**config.mk**
```make
export PLATFORM = sky130hd
export DESIGN_NAME = snes_controller
export DESIGN_NICKNAME = d
export VERILOG_FILES = /design/src/rtl/snes_pkg.sv /design/src/rtl/sync2.sv /design/src/rtl/snes_controller.sv
export SDC_FILE = /design/constraint.sdc
export NUM_CORES = 1
export LEC_CHECK = 0
export BUFFER_PORTS_ARGS = -buffer_cell sky130_fd_sc_hd__buf_2
export CELL_PAD_IN_SITES_DETAIL_PLACEMENT = 0
export CELL_PAD_IN_SITES_GLOBAL_PLACEMENT = 1
export CORE_UTILIZATION = 41
export DETAILED_ROUTE_END_ITERATION = 7
export GPL_ROUTABILITY_DRIVEN = 0
export HOLD_SLACK_MARGIN = 0.02
export PLACE_DENSITY_LB_ADDON = 0.1
export SYNTH_ARGS = -nofsm -noshare
export SYNTH_HDL_FRONTEND = slang
export SYNTH_SLANG_ARGS = --single-unit
```
**constraint.sdc**
```tcl
create_clock -name clk -period 1.92 [get_ports clk]
set_clock_uncertainty 0.05 [all_clocks]
set_input_delay 0.288 -clock clk [delete_from_list [all_inputs] [get_ports clk]]
set_output_delay 0.288 -clock clk [all_outputs]
set_load 0.005 [all_outputs]
```
**src/rtl/snes_pkg.sv**
```systemverilog
// Shared definitions for the SNES gamepad poller: FSM state encoding, button bit
// positions within the snesInput word, and default protocol timing at a 50 MHz clock.
package snes_pkg;

  typedef enum logic [2:0] {
    IDLE,
    LATCH,
    WAIT,
    LOW,
    HIGH,
    DONE
  } snesState_t;

  // Button positions in snesInput (1 = pressed); bits 15:12 always read 0.
  localparam int unsigned BTN_B      = 0;
  localparam int unsigned BTN_Y      = 1;
  localparam int unsigned BTN_SELECT = 2;
  localparam int unsigned BTN_START  = 3;
  localparam int unsigned BTN_UP     = 4;
  localparam int unsigned BTN_DOWN   = 5;
  localparam int unsigned BTN_LEFT   = 6;
  localparam int unsigned BTN_RIGHT  = 7;
  localparam int unsigned BTN_A      = 8;
  localparam int unsigned BTN_X      = 9;
  localparam int unsigned BTN_L      = 10;
  localparam int unsigned BTN_R      = 11;

  localparam int unsigned DEFAULT_LATCH_CYCLES = 600;     // 12 us
  localparam int unsigned DEFAULT_HALF_CYCLES  = 300;     // 6 us
  localparam int unsigned DEFAULT_POLL_CYCLES  = 833333;  // 60 Hz

endpackage

```
**src/rtl/sync2.sv**
```systemverilog
// Two-flop synchronizer for a single asynchronous input.
// Ports: clk (clock), reset (sync, active-high), d (async input), q (synchronized output).
// Resets to 1, the idle/released level of the pad data line.
module sync2 (
  input  logic clk,
  input  logic reset,
  input  logic d,
  output logic q
);

  logic meta;

  always_ff @(posedge clk) begin
    if (reset) begin
      meta <= 1'b1;
      q    <= 1'b1;
    end else begin
      meta <= d;
      q    <= meta;
    end
  end

endmodule

```
**src/rtl/snes_controller.sv**
```systemverilog
// SNES gamepad poller. Issues a latch strobe every POLL_CYCLES, clocks 16 bits out of the
// pad, and publishes a stable active-high 12-button word on snesInput.
// Ports:
//   clk        system clock
//   reset      synchronous, active-high reset
//   snesData   serial pad data, active-low, asynchronous to clk
//   snesLatch  latch strobe to pad
//   snesClk    serial clock to pad, idles high
//   snesInput  button word, 1 = pressed, bits 15:12 always 0
//   update     one-cycle pulse coincident with a new snesInput value
// Build option: define SNES_DEBOUNCE_EN to publish a frame only when it matches the
// previous raw frame.
module snes_controller
  import snes_pkg::*;
#(
  parameter int unsigned LATCH_CYCLES = DEFAULT_LATCH_CYCLES,
  parameter int unsigned HALF_CYCLES  = DEFAULT_HALF_CYCLES,
  parameter int unsigned POLL_CYCLES  = DEFAULT_POLL_CYCLES
) (
  input  logic        clk,
  input  logic        reset,
  input  logic        snesData,
  output logic        snesLatch,
  output logic        snesClk,
  output logic [15:0] snesInput,
  output logic        update
);

  localparam int unsigned PollW    = (POLL_CYCLES > 1) ? $clog2(POLL_CYCLES) : 1;
  localparam int unsigned PhaseMax = (LATCH_CYCLES > HALF_CYCLES) ? LATCH_CYCLES : HALF_CYCLES;
  localparam int unsigned PhaseW   = (PhaseMax > 1) ? $clog2(PhaseMax) : 1;

  snesState_t        stateQ, stateD;
  logic [PollW-1:0]  pollQ, pollD;
  logic [PhaseW-1:0] phaseQ, phaseD;
  logic [3:0]        bitQ, bitD;
  logic [15:0]       shiftQ, shiftD;
  logic [15:0]       inputQ, inputD;
  logic              updateQ, updateD;
  logic              latchQ, clkQ;
  logic              dataSync;
  logic              pollLast, latchLast, halfLast;
  logic [15:0]       newWord;
`ifdef SNES_DEBOUNCE_EN
  logic [15:0]       prevQ, prevD;
`endif

  // Bits 15:12 are clocked out of the pad but never published.
  logic unusedShiftHi;
  assign unusedShiftHi = ^shiftQ[15:12];

  sync2 dataSyncer (
    .clk  (clk),
    .reset(reset),
    .d    (snesData),
    .q    (dataSync)
  );

  assign pollLast  = (pollQ == PollW'(POLL_CYCLES - 1));
  assign latchLast = (phaseQ == PhaseW'(LATCH_CYCLES - 1));
  assign halfLast  = (phaseQ == PhaseW'(HALF_CYCLES - 1));
  assign newWord   = {4'b0000, ~shiftQ[11:0]};

  always_comb begin
    stateD  = stateQ;
    phaseD  = phaseQ;
    bitD    = bitQ;
    shiftD  = shiftQ;
    inputD  = inputQ;
    updateD = 1'b0;
`ifdef SNES_DEBOUNCE_EN
    prevD   = prevQ;
`endif
    // Free-running so the frame start period is exactly POLL_CYCLES.
    pollD   = pollLast ? '0 : pollQ + 1'b1;

    case (stateQ)
      IDLE: begin
        if (pollLast) begin
          stateD = LATCH;
          phaseD = '0;
        end
      end
      LATCH: begin
        if (latchLast) begin
          stateD = WAIT;
          phaseD = '0;
          bitD   = '0;
        end else begin
          phaseD = phaseQ + 1'b1;
        end
      end
      WAIT: begin
        if (halfLast) begin
          shiftD[0] = dataSync;
          stateD    = LOW;
          phaseD    = '0;
        end else begin
          phaseD = phaseQ + 1'b1;
        end
      end
      LOW: begin
        if (halfLast) begin
          stateD = HIGH;
          phaseD = '0;
        end else begin
          phaseD = phaseQ + 1'b1;
        end
      end
      HIGH: begin
        if (halfLast) begin
          phaseD = '0;
          if (bitQ < 4'd15) begin
            bitD                       = bitQ + 4'd1;
            shiftD[4'(bitQ + 4'd1)]    = dataSync;
            stateD                     = LOW;
          end else begin
            stateD = DONE;
          end
        end else begin
          phaseD = phaseQ + 1'b1;
        end
      end
      DONE: begin
`ifdef SNES_DEBOUNCE_EN
        if (newWord == prevQ) begin
          inputD  = newWord;
          updateD = 1'b1;
        end
        prevD = newWord;
`else
        inputD  = newWord;
        updateD = 1'b1;
`endif
        stateD = IDLE;
      end
      default: stateD = IDLE;
    endcase
  end

  // Pad outputs are registered from the next state so they stay glitch-free yet line up
  // exactly with the state they belong to.
  always_ff @(posedge clk) begin
    if (reset) begin
      stateQ  <= IDLE;
      pollQ   <= '0;
      phaseQ  <= '0;
      bitQ    <= '0;
      shiftQ  <= '0;
      inputQ  <= '0;
      updateQ <= 1'b0;
      latchQ  <= 1'b0;
      clkQ    <= 1'b1;
`ifdef SNES_DEBOUNCE_EN
      prevQ   <= '0;
`endif
    end else begin
      stateQ  <= stateD;
      pollQ   <= pollD;
      phaseQ  <= phaseD;
      bitQ    <= bitD;
      shiftQ  <= shiftD;
      inputQ  <= inputD;
      updateQ <= updateD;
      latchQ  <= (stateD == LATCH);
      clkQ    <= (stateD != LOW);
`ifdef SNES_DEBOUNCE_EN
      prevQ   <= prevD;
`endif
    end
  end

  assign snesLatch = latchQ;
  assign snesClk   = clkQ;
  assign snesInput = inputQ;
  assign update    = updateQ;

endmodule

```
* Word-level counts from Yosys, hierarchy flattened
Index checks and enable logic that the tools add are counted.
** Storage, ports and cells
- Latch bits :: 0
- Bits in read-only memories :: 0
- Logic and storage cells :: 68
- Flip-flop bits (word level) :: 70
- Memories :: 0
- Bits of input ports :: 3
- RAM bits :: 0
- Output and inout port bits :: 19
** Cells by class
- Multiplexer cells :: 23
- $mul :: 0
- Reductions and logical operators :: 11
- Divide/modulo/power cells :: 0
- Shifts and indexed selects :: 0
- Eq/ne operators :: 15
- Add/sub/neg operators :: 3
- Magnitude comparators :: 3
- Bitwise logic cells :: 1
** Operators with widths (count)
- 10-bit two-way mux :: 3
- 10-bit case mux with 3 select lines :: 1
- 20-bit by 1-bit adder with 20-bit output (second input constant) :: 1
- 20-bit equality test (second input constant) :: 1
- 3-bit two-way mux :: 6
- 16-bit bitwise mux :: 1
- 3-bit case mux with 5 select lines :: 1
- 4-bit two-way mux :: 3
- 12-bit inverter :: 1
- 10-bit by 1-bit adder with 10-bit output (second input constant) :: 1
- 10-bit equality test (second input constant) :: 1
- 10-bit by 9-bit equality test with 1-bit output (second input constant) :: 1
- 2-bit != test (second input constant) :: 5
- 4-bit case mux with 2 select lines :: 1
- 4-bit AND reduction :: 2
- 3-bit by 1-bit equality test with 1-bit output (second input constant) :: 2
- 3-bit by 2-bit equality test with 1-bit output (second input constant) :: 2
- 3-bit equality test (second input constant) :: 2
- 4-bit by 5-bit less-than comparator with 1-bit output (second input constant) :: 1
- 1-bit two-way mux :: 5
- 4-bit by 1-bit adder with 4-bit output (second input constant) :: 1
- 1-bit demux with 4-bit select :: 1
- 4-bit by 1-bit greater-or-equal comparator with 1-bit output (second input constant) :: 1
- 4-bit less-than comparator (second input constant) :: 1
- 10 further kinds :: 11

* Depth between registers and ports, before layout
Gate-level depths: netlist (run 1).
- Word-level depth :: 9
- Gate-level depth with buffers :: 7

* Cells and area by module
From an unflattened synthesis (run 1), not the netlist that was laid out.
** Unflattened totals
- Cell total of the unflattened synthesis :: 366
- Area total of the unflattened synthesis :: 3149.3 µm²
** Modules (own cells, without submodules)
- snes_controller :: area an instance 3096.7 µm², sequential area each 1281.2 µm², cells each 362, times used 1
- sync2 :: area an instance 52.6 µm², sequential area each 40.0 µm², cells each 4, times used 1

* Least setup slack after synthesis (run 1)
No wires, ideal clock.
- Kind :: reg-to-reg
- Start point :: register pollQ[7]
- End point :: register phaseQ[3]
- Stages on the path, launching flop included :: 6
- Arrival :: 1903 ps
- Period minus slack after synthesis :: 2070 ps
- Buffers on the path :: 0
- Path slack :: -150 ps
- Cell sequence :: dfxtp_1 > or4b_1 > or4b_4 > o21bai_2 > a21oi_1 > a22o_1
** On the way
- Longest elaborated chain between the ends :: 3
** RTL lines
- start: declaration :: line snes_controller.sv:34 : logic [PollW-1:0] pollQ, pollD;
- start signal: assignment :: line snes_controller.sv:159 : pollQ <= pollD;
- 20-bit equality test :: line snes_controller.sv:59 : assign pollLast = (pollQ == PollW'(POLL_CYCLES - 1));
- 2-bit != test (no line)
- 2-bit AND reduction (no line)
- end signal: assignment :: line snes_controller.sv:160 : phaseQ <= phaseD;
- end: declaration :: line snes_controller.sv:35 : logic [PhaseW-1:0] phaseQ, phaseD;
Every way passes these cells.
A chain may end at the register's enable or synchronous reset.

* Worst setup path in the final report (run 1)
- Start point :: register pollQ[7]
- End point :: register clkQ (netlist: snesClk)
** On the way
- Longest elaborated chain between the ends :: 4
** RTL lines
- 20-bit equality test :: line snes_controller.sv:59
- 3-bit two-way mux :: line snes_controller.sv:79 : if (pollLast) begin
- 3-bit case mux with 5 select lines :: line snes_controller.sv:77 : case (stateQ)
- 3-bit by 2-bit != test with 1-bit output :: line snes_controller.sv:166 : clkQ <= (stateD != LOW);
- end signal: assignment :: line snes_controller.sv:166
- end: declaration :: line snes_controller.sv:40 : logic latchQ, clkQ;
Every way passes these cells.

==> results.sh, run 1 <==
export IMPL_clock_latency_ns=0.33
export IMPL_nets=424
export IMPL_violations="negative setup slack"
export IMPL_holdPathStages=2
export IMPL_rsz0062_at_grt="yes"
export IMPL_syn_mean_instance_area_um2=8.70
export IMPL_port_buffers=17
export IMPL_cts_root_buf="clkbuf_8"
export IMPL_mostFrequentLayoutCells="dfxtp_1, nor2_1, buf_4"
export IMPL_hold_slack_ns=0.0909
export IMPL_synth_seq_cells=66
export IMPL_wl_per_cell_um=12.8
export IMPL_setup_ws_ns=-0.116
export IMPL_wirelength_um=6620
export IMPL_cts_htree_levels=3
export IMPL_seq_area_frac_synth_pct=42.2
export IMPL_p_leak_nw=1.56
export IMPL_synth_edf_count=0
export IMPL_hold_class="in -> reg"
export IMPL_drt_iter0_drc=73
export IMPL_gr_total_overflow=0
export IMPL_finalCritPeriodShare_pct=106
export IMPL_power_total_mw=2.70
export IMPL_maxCapViolations=0
export IMPL_cts_tree="built"
export IMPL_yosys_warnings=0
export IMPL_clock_sinks=66
export IMPL_area_delta_synth_final_pct=26.2
export IMPL_worstSetupPathType="reg -> reg"
export IMPL_final_common_cell="dfxtp_1"
export IMPL_p_sw_share_pct=21.0
export IMPL_ir_drop_v=0.000330
export IMPL_grt_first_pass_wirelength_um=11100
export IMPL_vias=2630
export IMPL_max_freq_ghz=0.491
export IMPL_dpl_instance_area_um2=3610
export IMPL_fillerInstances=690
export IMPL_arrival_ns=2.20
export IMPL_critPathCaptureType="register"
export IMPL_route_detailed_drc=0
export IMPL_firstDrtPassIters=4
export IMPL_syn_inst=360
export IMPL_outcome="finished, violations left"
export IMPL_synth_cell_types=52
export IMPL_die_y_um=89.4
export IMPL_stdcell_area_um2=3950
export IMPL_dp_hpwl_um=4790
export IMPL_diodes=0
export IMPL_grt_pass1_vias=2413
export IMPL_setup_viol=32
export IMPL_clock_path_buffers=2
export IMPL_final_antenna_net_count=0
export IMPL_min_from="snesData"
export IMPL_initial_core_util_pct=42.7
export IMPL_die_area_um2=7990
export IMPL_async_flop_share_pct=0
export IMPL_grt_usage_pct=17.9
export IMPL_worst_pin_slew_ns=0.541
export IMPL_slew_headroom_pct=63.9
export IMPL_drive_gt1_share_pct=25.3
export IMPL_clkPwrFrac_pct=46.3
export IMPL_drv_slew=0
export IMPL_r2r_cells=5
export IMPL_grt_antenna_before_repair=0
export IMPL_p_seq_share_pct=51.1
export IMPL_internal_power_mw=2.14
export IMPL_io_pins=22
export IMPL_coreArea_um2=7330
export IMPL_power_density_nw_per_um2=684
export IMPL_startpoint="pollQ[7]"
export IMPL_timing_rr_start="pollQ[7]"
export IMPL_synthesis_area_um2=3130
export IMPL_cp_required_ns=2.09
export IMPL_cts_buffers=9
export IMPL_die_width_um=89.4
export IMPL_start_kind="register"
export IMPL_cts_clk_slew_worst_paths_ns=0.07
export IMPL_hold_viol_final=0
export IMPL_path_max_fanout=3
export IMPL_synthFlopType="dfxtp_1"
export IMPL_holdBufCountCts=0
export IMPL_finalCriticalPeriod_ns=2.04
export IMPL_combPwrFrac_pct=2.6
export IMPL_rows=31
export IMPL_switching_power_mw=0.568
export IMPL_grt_max_degree=27
export IMPL_vias_per_cell=5.08
[routing by layer]
metal | vias to the layer above | wire (um) | GRT usage, %
met2 | 43 | 3150 | 30.5
met3 | 9 | 170 | 3.14
li1 | 1371 | - | -
met5 | - | 0 | 0
met4 | 0 | 117 | 6.93
met1 | 1207 | 3180 | 22.6
[power by group through the flow]
stage                     registers [mW]  clock network (mW)  logic, mW
after floorplan                     1.41                   0     0.0494
after global placement              1.41                   0     0.0661
after detailed placement            1.41                   0     0.0670
after CTS                           1.38                1.29     0.0676
after global routing                1.38                1.35     0.0786
final                               1.38                1.25     0.0692
[registers in the layout (all words and copies together) (netlist names)]
name,flops
bitQ,4
dataSyncer.meta,1
dataSyncer.q,1
phaseQ,10
pollQ,20
shiftQ,12
snesClk,1
snesInput,12
snesLatch,1
stateQ,3
update,1
[Yosys cell counts (4+ instances only)]
library cell,count,area (um^2)
nand3_1,16,80.1
and3_1,12,75.1
nor2b_1,4,25.0
ha_1,7,87.6
xor2_1,7,61.3
a21oi_1,13,65.1
xnor2_1,14,123
inv_1,10,37.5
nor2_1,53,199
nand2_1,17,63.8
a31oi_1,5,31.3
mux2i_1,12,120
buf_4,4,30.0
nor3_1,10,50.1
a211oi_1,15,113
or3_1,4,25.0
o21ai_0,8,40.0
clkbuf_1,13,48.8
nand2b_1,13,81.3
nand4_1,8,50.1
dfxtp_1,66,1320
and2_1,4,25.0
[path summary, 6_finish.rpt]
path	end	slack [ns]
setup / recovery	snesClk	-0.12
hold / removal	dataSyncer.meta	0.09
setup reg to reg	snesClk	-0.12
hold reg to reg	dataSyncer.q	0.36
[repair_timing]
| action | 4_1_cts | 5_1_grt |
|---|---|---|
| setup buffers | 1 | 1 |
| endpoints found under the setup margin | 40 | 45 |
| pin swaps | 4 | 3 |
| gates resized for setup | 5 | 19 |
[metrics by stage]
step	worst slack, ns	cells	TNS, ns	utilization, %
4_1_cts	-0.129	517	-3.35	52.6
6_report	-0.116	518	-1.49	53.9
3_3_place_gp	-0.136	500	-2.85	49.2
3_5_place_dp	-0.168	500	-3.55	49.2
2_1_floorplan	-0.0479	363	-0.350	-
5_1_grt	-0.190	518	-4.03	53.9
[final cells by class]
class	instances	area, um^2	share of cell area [%]
clock buffers	11	131	3.32
clock inverters	5	78.8	1.99
inverters	10	37.5	0.950
multi-input cells	266	1810	45.9
flip-flops and latches	66	1320	33.5
well taps	99	124	3.13
repair buffers	61	444	11.2
[cells by family (layout without fill, tap and decap cells)]
kind of cell | after synthesis | after routing | share of synthesized area, %
simple gates | 161 | 161 | 27.1
fa+ha+maj | 7 | 7 | 2.80
buf+inv | 31 | 87 | 4.31
flops | 66 | 66 | 42.2
xor+xnor | 21 | 21 | 5.87
other cells | 1 | 4 | 0.120
mux | 12 | 12 | 3.84
compound gates | 61 | 61 | 13.7
[critical path, cell delays in order (launching register included)]
cell,delay (ns)
dfxtp_2,0.31
or4b_1,0.51
or4b_4,0.55
o31ai_4,0.21
a32oi_2,0.13
nand2b_1,0.17
No activity file was read; power rests on OpenSTA's default activity.
==> run 2: changes to the inputs <==
--- a/config.mk
+++ b/config.mk
@@ -12,7 +12,7 @@
 export DETAILED_ROUTE_END_ITERATION = 7
 export GPL_ROUTABILITY_DRIVEN = 0
 export HOLD_SLACK_MARGIN = 0.02
-export PLACE_DENSITY_LB_ADDON = 0.1
+export PLACE_DENSITY = 0.87
 export SYNTH_ARGS = -nofsm -noshare
 export SYNTH_HDL_FRONTEND = slang
 export SYNTH_SLANG_ARGS = --single-unit
==> run 2 against run 1 <==
  * The flow still finishes with violations (negative setup slack)
  * Wire length fell by 3.3%
  * Total power is 7.0% higher
  * Fmax down 0.74%
  * Clock power grew 16%
  * Sequential share of layout area rose by 0.40 points
  * Critical path depth did not move
  * Final cell count decreased by 0.97%
  * Via count is 0.15% higher
  * Sequential cell count unchanged
  * First-iteration DRC count is 12% lower
  * Worst hold slack lost 0.017 ns
  * Critical path type unchanged
==> results.sh, run 2 (synthesis gave the netlist of run 1 again) <==
export IMPL_die_y_um=89.4
export IMPL_setup_viol=32
export IMPL_initial_core_util_pct=42.7
export IMPL_mostFrequentLayoutCells="dfxtp_1, nor2_1, buf_4"
export IMPL_rr_endpoint="snesLatch"
export IMPL_clkPwrFrac_pct=50.2
export IMPL_die_area_um2=7990
export IMPL_switching_power_mw=0.597
export IMPL_hold_viol_final=0
export IMPL_drive_gt1_share_pct=24.4
export IMPL_grt_max_degree=37
export IMPL_finalCriticalPeriod_ns=2.05
export IMPL_finalCritPeriodShare_pct=107
export IMPL_cpLargestDelayFamily="simple AND/OR/NAND/NOR gates"
export IMPL_violations="negative setup slack"
export IMPL_max_freq_ghz=0.488
export IMPL_cts_tree="built"
export IMPL_start_kind="register"
export IMPL_rows=31
export IMPL_clock_sinks=66
export IMPL_dpl_cell_count=496
export IMPL_drt_iter0_drc=64
export IMPL_worst_path_largest_cell_delay_ns=0.55
export IMPL_ir_drop_v=0.000344
export IMPL_min_from="snesData"
export IMPL_cts_htree_levels=3
export IMPL_io_pins=22
export IMPL_vias_per_cell=5.13
export IMPL_wl_per_cell_um=12.5
export IMPL_combPwrFrac_pct=2.1
export IMPL_area_delta_synth_final_pct=24.7
export IMPL_coreArea_um2=7330
export IMPL_holdPathStages=2
export IMPL_worstSetupPathType="reg -> reg"
export IMPL_cts_root_buf="clkbuf_8"
export IMPL_wirelength_um=6400
export IMPL_route_detailed_drc=0
export IMPL_grt_usage_pct=17.0
export IMPL_final_common_cell="dfxtp_1"
export IMPL_die_width_um=89.4
export IMPL_grt_first_pass_wirelength_um=10500
export IMPL_clock_latency_ns=0.35
export IMPL_clock_path_buffers=2
export IMPL_path_buf_inv=0
export IMPL_drv_slew=0
export IMPL_path_max_fanout=3
export IMPL_finalNonFillerCells=513
export IMPL_cp_required_ns=2.16
export IMPL_p_seq_share_pct=47.8
export IMPL_final_antenna_net_count=0
export IMPL_path_cells="or4b_1 > or4b_4 > o31ai_4 > a32oi_2 > and3b_1"
export IMPL_port_buffers=17
export IMPL_outcome="finished, violations left"
export IMPL_p_sw_share_pct=20.6
export IMPL_holdPathEnd="dataSyncer.meta"
export IMPL_registers_top_by_ff_count="pollQ"
export IMPL_slowest_stage="or4b_4"
export IMPL_dp_slack_ns=-0.295
export IMPL_largest_reg_flops=20
export IMPL_vias=2634
export IMPL_grt_pass1_vias=2399
export IMPL_cts_buffers=9
export IMPL_p_leak_nw=1.53
export IMPL_hold_class="in -> reg"
export IMPL_maxCapViolations=0
export IMPL_diodes=0
export IMPL_timing_rr_start="pollQ[7]"
export IMPL_gr_total_overflow=0
export IMPL_internal_power_mw=2.30
export IMPL_arrival_ns=2.29
export IMPL_reg2reg_slack_ns=-0.13
export IMPL_nets=419
export IMPL_r2r_cells=5
export IMPL_firstDrtPassIters=4
export IMPL_power_density_nw_per_um2=741
export IMPL_grt_antenna_before_repair=0
export IMPL_rsz0062_at_grt="yes"
export IMPL_cts_clk_slew_worst_paths_ns=0.07
export IMPL_critPathCaptureType="register"
export IMPL_setup_ws_ns=-0.131
export IMPL_dp_hpwl_um=4400
## run 2: routing by layer
layer	GRT usage (%)	routed length (um)	vias up
met3	4.89	206	13
met2	29.1	3110	36
met4	6.20	92	0
met1	20.3	2990	1217
met5	0	0	-
li1	-	-	1368
## run 2: worst register-to-register path, cell delays in order (launching register included)
cell     delay [ns]
dfxtp_2        0.32
or4b_1         0.52
or4b_4         0.55
o31ai_4        0.21
a32oi_2        0.13
and3b_1        0.22
## run 2: power groups by stage
| stage | Sequential, mW | Clock [mW] | Combinational (mW) |
|---|---|---|---|
| after floorplan | 1.41 | 0 | 0.0494 |
| after global placement | 1.41 | 0 | 0.0562 |
| after detailed placement | 1.41 | 0 | 0.0569 |
| after CTS | 1.38 | 1.47 | 0.0592 |
| after global routing | 1.38 | 1.54 | 0.0662 |
| final | 1.38 | 1.45 | 0.0595 |
## run 2: what timing repair did
action                                 4_1_cts  5_1_grt
hold buffers                                 0        0
pin swaps                                    6        1
gates cloned                                 0        0
buffers inserted                             1        0
setup endpoints to repair                   32       49
endpoints found under the hold margin        0        0
gates resized for setup                      3       18
## run 2: through the flow
step                      utilization [%]  setup TNS (ns)  total power, mW  instance area (um^2)  hold WS (ns)
after floorplan                         -          -0.350             1.46                  3160         0.328
after global placement               48.5           -3.62             1.47                  3550         0.350
after detailed placement             48.5           -3.98             1.47                  3550         0.352
after CTS                            52.2           -2.93             2.91                  3830        0.0658
after global routing                 53.3           -4.60             2.99                  3910        0.0709
final                                53.3           -2.75             2.89                  3910        0.0737
## run 2: worst max path at each step
stage | depth (start not counted) | start | endpoint
CTS | 5 | pollQ[7] | snesLatch
global route | 5 | pollQ[7] | snesLatch
floorplan | 5 | pollQ[7] | snesClk
global placement | 5 | stateQ[0] | phaseQ[5]
finish | 5 | pollQ[7] | snesLatch
detailed placement | 5 | stateQ[0] | phaseQ[6]
## run 2: cell type report
cell class,instances,area [um^2]
sequential,66,1320
timing repair buffer,56,385
multi-input combinational,266,1780
clock inverter,6,114
clock buffer,10,138
fill,651,3430
inverter,10,37.5
tap,99,124
==> run 3: changes to the inputs <==
--- a/config.mk
+++ b/config.mk
@@ -8,11 +8,13 @@
 export BUFFER_PORTS_ARGS = -buffer_cell sky130_fd_sc_hd__buf_2
 export CELL_PAD_IN_SITES_DETAIL_PLACEMENT = 0
 export CELL_PAD_IN_SITES_GLOBAL_PLACEMENT = 1
+export CORE_MARGIN = 1.5
 export CORE_UTILIZATION = 41
 export DETAILED_ROUTE_END_ITERATION = 7
 export GPL_ROUTABILITY_DRIVEN = 0
 export HOLD_SLACK_MARGIN = 0.02
 export PLACE_DENSITY = 0.87
+export RECOVER_POWER = 50
 export SYNTH_ARGS = -nofsm -noshare
 export SYNTH_HDL_FRONTEND = slang
 export SYNTH_SLANG_ARGS = --single-unit
==> run 3 against run 2 <==
  * The run still ends with negative setup slack left
  * Critical path depth stayed put
  * Core utilization is essentially flat
  * Sequential power about the same
  * Sequential share of layout area is 0.054 points lower
  * Clock-buffer cell count increased by 2
  * Combinational power increased by 10%
  * Critical endpoint is now snesClk
  * Highest routed layer unchanged
==> results.sh, run 3 (synthesis gave the netlist of run 1 again) <==
export IMPL_top_layer="met4"
export IMPL_startpoint="pollQ[7]"
export IMPL_area_delta_synth_final_pct=24.8
export IMPL_min_from="snesData"
export IMPL_cts_tree="built"
export IMPL_ir_drop_v=0.000468
export IMPL_dp_hpwl_um=4590
export IMPL_wirelength_um=6600
export IMPL_finalCritPeriodShare_pct=107
export IMPL_drive_gt1_share_pct=23.5
export IMPL_cts_root_buf="clkbuf_8"
export IMPL_grt_max_degree=26
export IMPL_route_detailed_drc=0
export IMPL_clock_sinks=66
export IMPL_grt_antenna_before_repair=0
export IMPL_mostFrequentLayoutCells="dfxtp_1, nor2_1, buf_4"
export IMPL_timing_rr_start="pollQ[7]"
export IMPL_worst_pin_slew_ns=0.808
export IMPL_slew_headroom_pct=46.1
export IMPL_cts_buffers=9
export IMPL_postCtsSetupBuffers=0
export IMPL_firstDrtPassIters=4
export IMPL_cts_htree_levels=3
export IMPL_start_kind="register"
export IMPL_holdBufCountCts=0
export IMPL_hold_slack_ns=0.0741
export IMPL_wl_met3_um=137
export IMPL_maxCapViolations=0
export IMPL_nets=426
export IMPL_setup_tns_final_ns=-3.03
export IMPL_rows=31
export IMPL_initial_core_util_pct=42.7
export IMPL_registers_top_by_ff_count="pollQ"
export IMPL_setup_ws_ns=-0.130
export IMPL_finalCriticalPeriod_ns=2.05
export IMPL_coreArea_um2=7330
export IMPL_gr_total_overflow=0
export IMPL_final_common_cell="dfxtp_1"
export IMPL_critPathCaptureType="register"
export IMPL_max_freq_ghz=0.488
export IMPL_drt_met1_wl_um=3020
export IMPL_outcome="finished, violations left"
export IMPL_drv_slew=0
export IMPL_final_antenna_net_count=0
export IMPL_diodes=0
export IMPL_die_y_um=90.4
export IMPL_worstSetupPathType="reg -> reg"
export IMPL_arrival_ns=2.23
export IMPL_wl_per_cell_um=12.7
export IMPL_die_width_um=90.4
export IMPL_hold_class="in -> reg"
export IMPL_grt_pass1_vias=2567
export IMPL_rsz0062_at_grt="yes"
export IMPL_vias=2647
export IMPL_die_area_um2=8170
export IMPL_path_max_fanout=3
export IMPL_violations="negative setup slack"
export IMPL_dp_slack_ns=-0.383
export IMPL_largest_reg_flops=20
export IMPL_p_leak_nw=1.53
export IMPL_wl_met2_um=3360
export IMPL_grt_usage_pct=16.6
export IMPL_grt_first_pass_wirelength_um=11200
export IMPL_clock_path_buffers=2
export IMPL_power_total_mw=2.65
export IMPL_cp_required_ns=2.10
export IMPL_hold_viol_final=0
export IMPL_drt_iter0_drc=74
export IMPL_clock_latency_ns=0.34
export IMPL_io_pins=22
export IMPL_vias_per_cell=5.09
export IMPL_setup_viol=33
export IMPL_power_density_nw_per_um2=677
export IMPL_port_buffers=17
export IMPL_cts_clk_slew_worst_paths_ns=0.07
## run 3: cell count changes in the layout (fill, tap and decap cells not counted), sizes merged
cell    previous run  this run
bufinv             3         1
clkbuf            10        20
buf               56        55
## run 3: final cells by class
cell class / instances / area (um^2)
well taps: 99 / 124
flip-flops and latches: 66 / 1320
clock buffers: 12 / 155
clock inverters: 4 / 50.0
fillers: 686 / 3420
inverters: 10 / 37.5
multi-input cells: 266 / 1800
repair buffers: 63 / 423
## run 3: per-stage QoR
stage | area [um^2] | util, % | cells
finish | 3910 | 53.3 | 520
global route | 3910 | 53.3 | 520
floorplan | 3160 | - | 363
global placement | 3600 | 49.2 | 503
detailed placement | 3600 | 49.2 | 503
CTS | 3870 | 52.8 | 519
## run 3: repair_timing
action,4_1_cts,5_1_grt
cloned,0,1
setup endpoints to repair,34,43
gates resized for setup,11,12
pin swaps,5,0
## run 3: worst max-delay path, cell delays in order, from the launching register on
cell and delay [ns]:
dfxtp_2 0.32, or4b_1 0.52, or4b_4 0.55, o31ai_4 0.20, a32oi_1 0.14, nand2b_1 0.16
## run 3: routing by layer
layer / vias up / global-route usage (%)
met4: 0 / 6.35
met1: 1228 / 18.9
met5: - / 0
met2: 23 / 29.9
met3: 11 / 3.96
li1: 1385 / -
## run 3: worst paths after layout
path              depth (start not counted)  slack, ns         endpoint
setup / recovery                          5      -0.13          snesClk
hold / removal                            2       0.07  dataSyncer.meta
setup reg to reg                          5      -0.13          snesClk
hold reg to reg                           1       0.37     dataSyncer.q
## run 3: report_power, final
group	internal, mW	switching (mW)	total [mW]
registers	1.38	0.00633	1.38
clock network	0.669	0.528	1.20
logic	0.0243	0.0414	0.0657
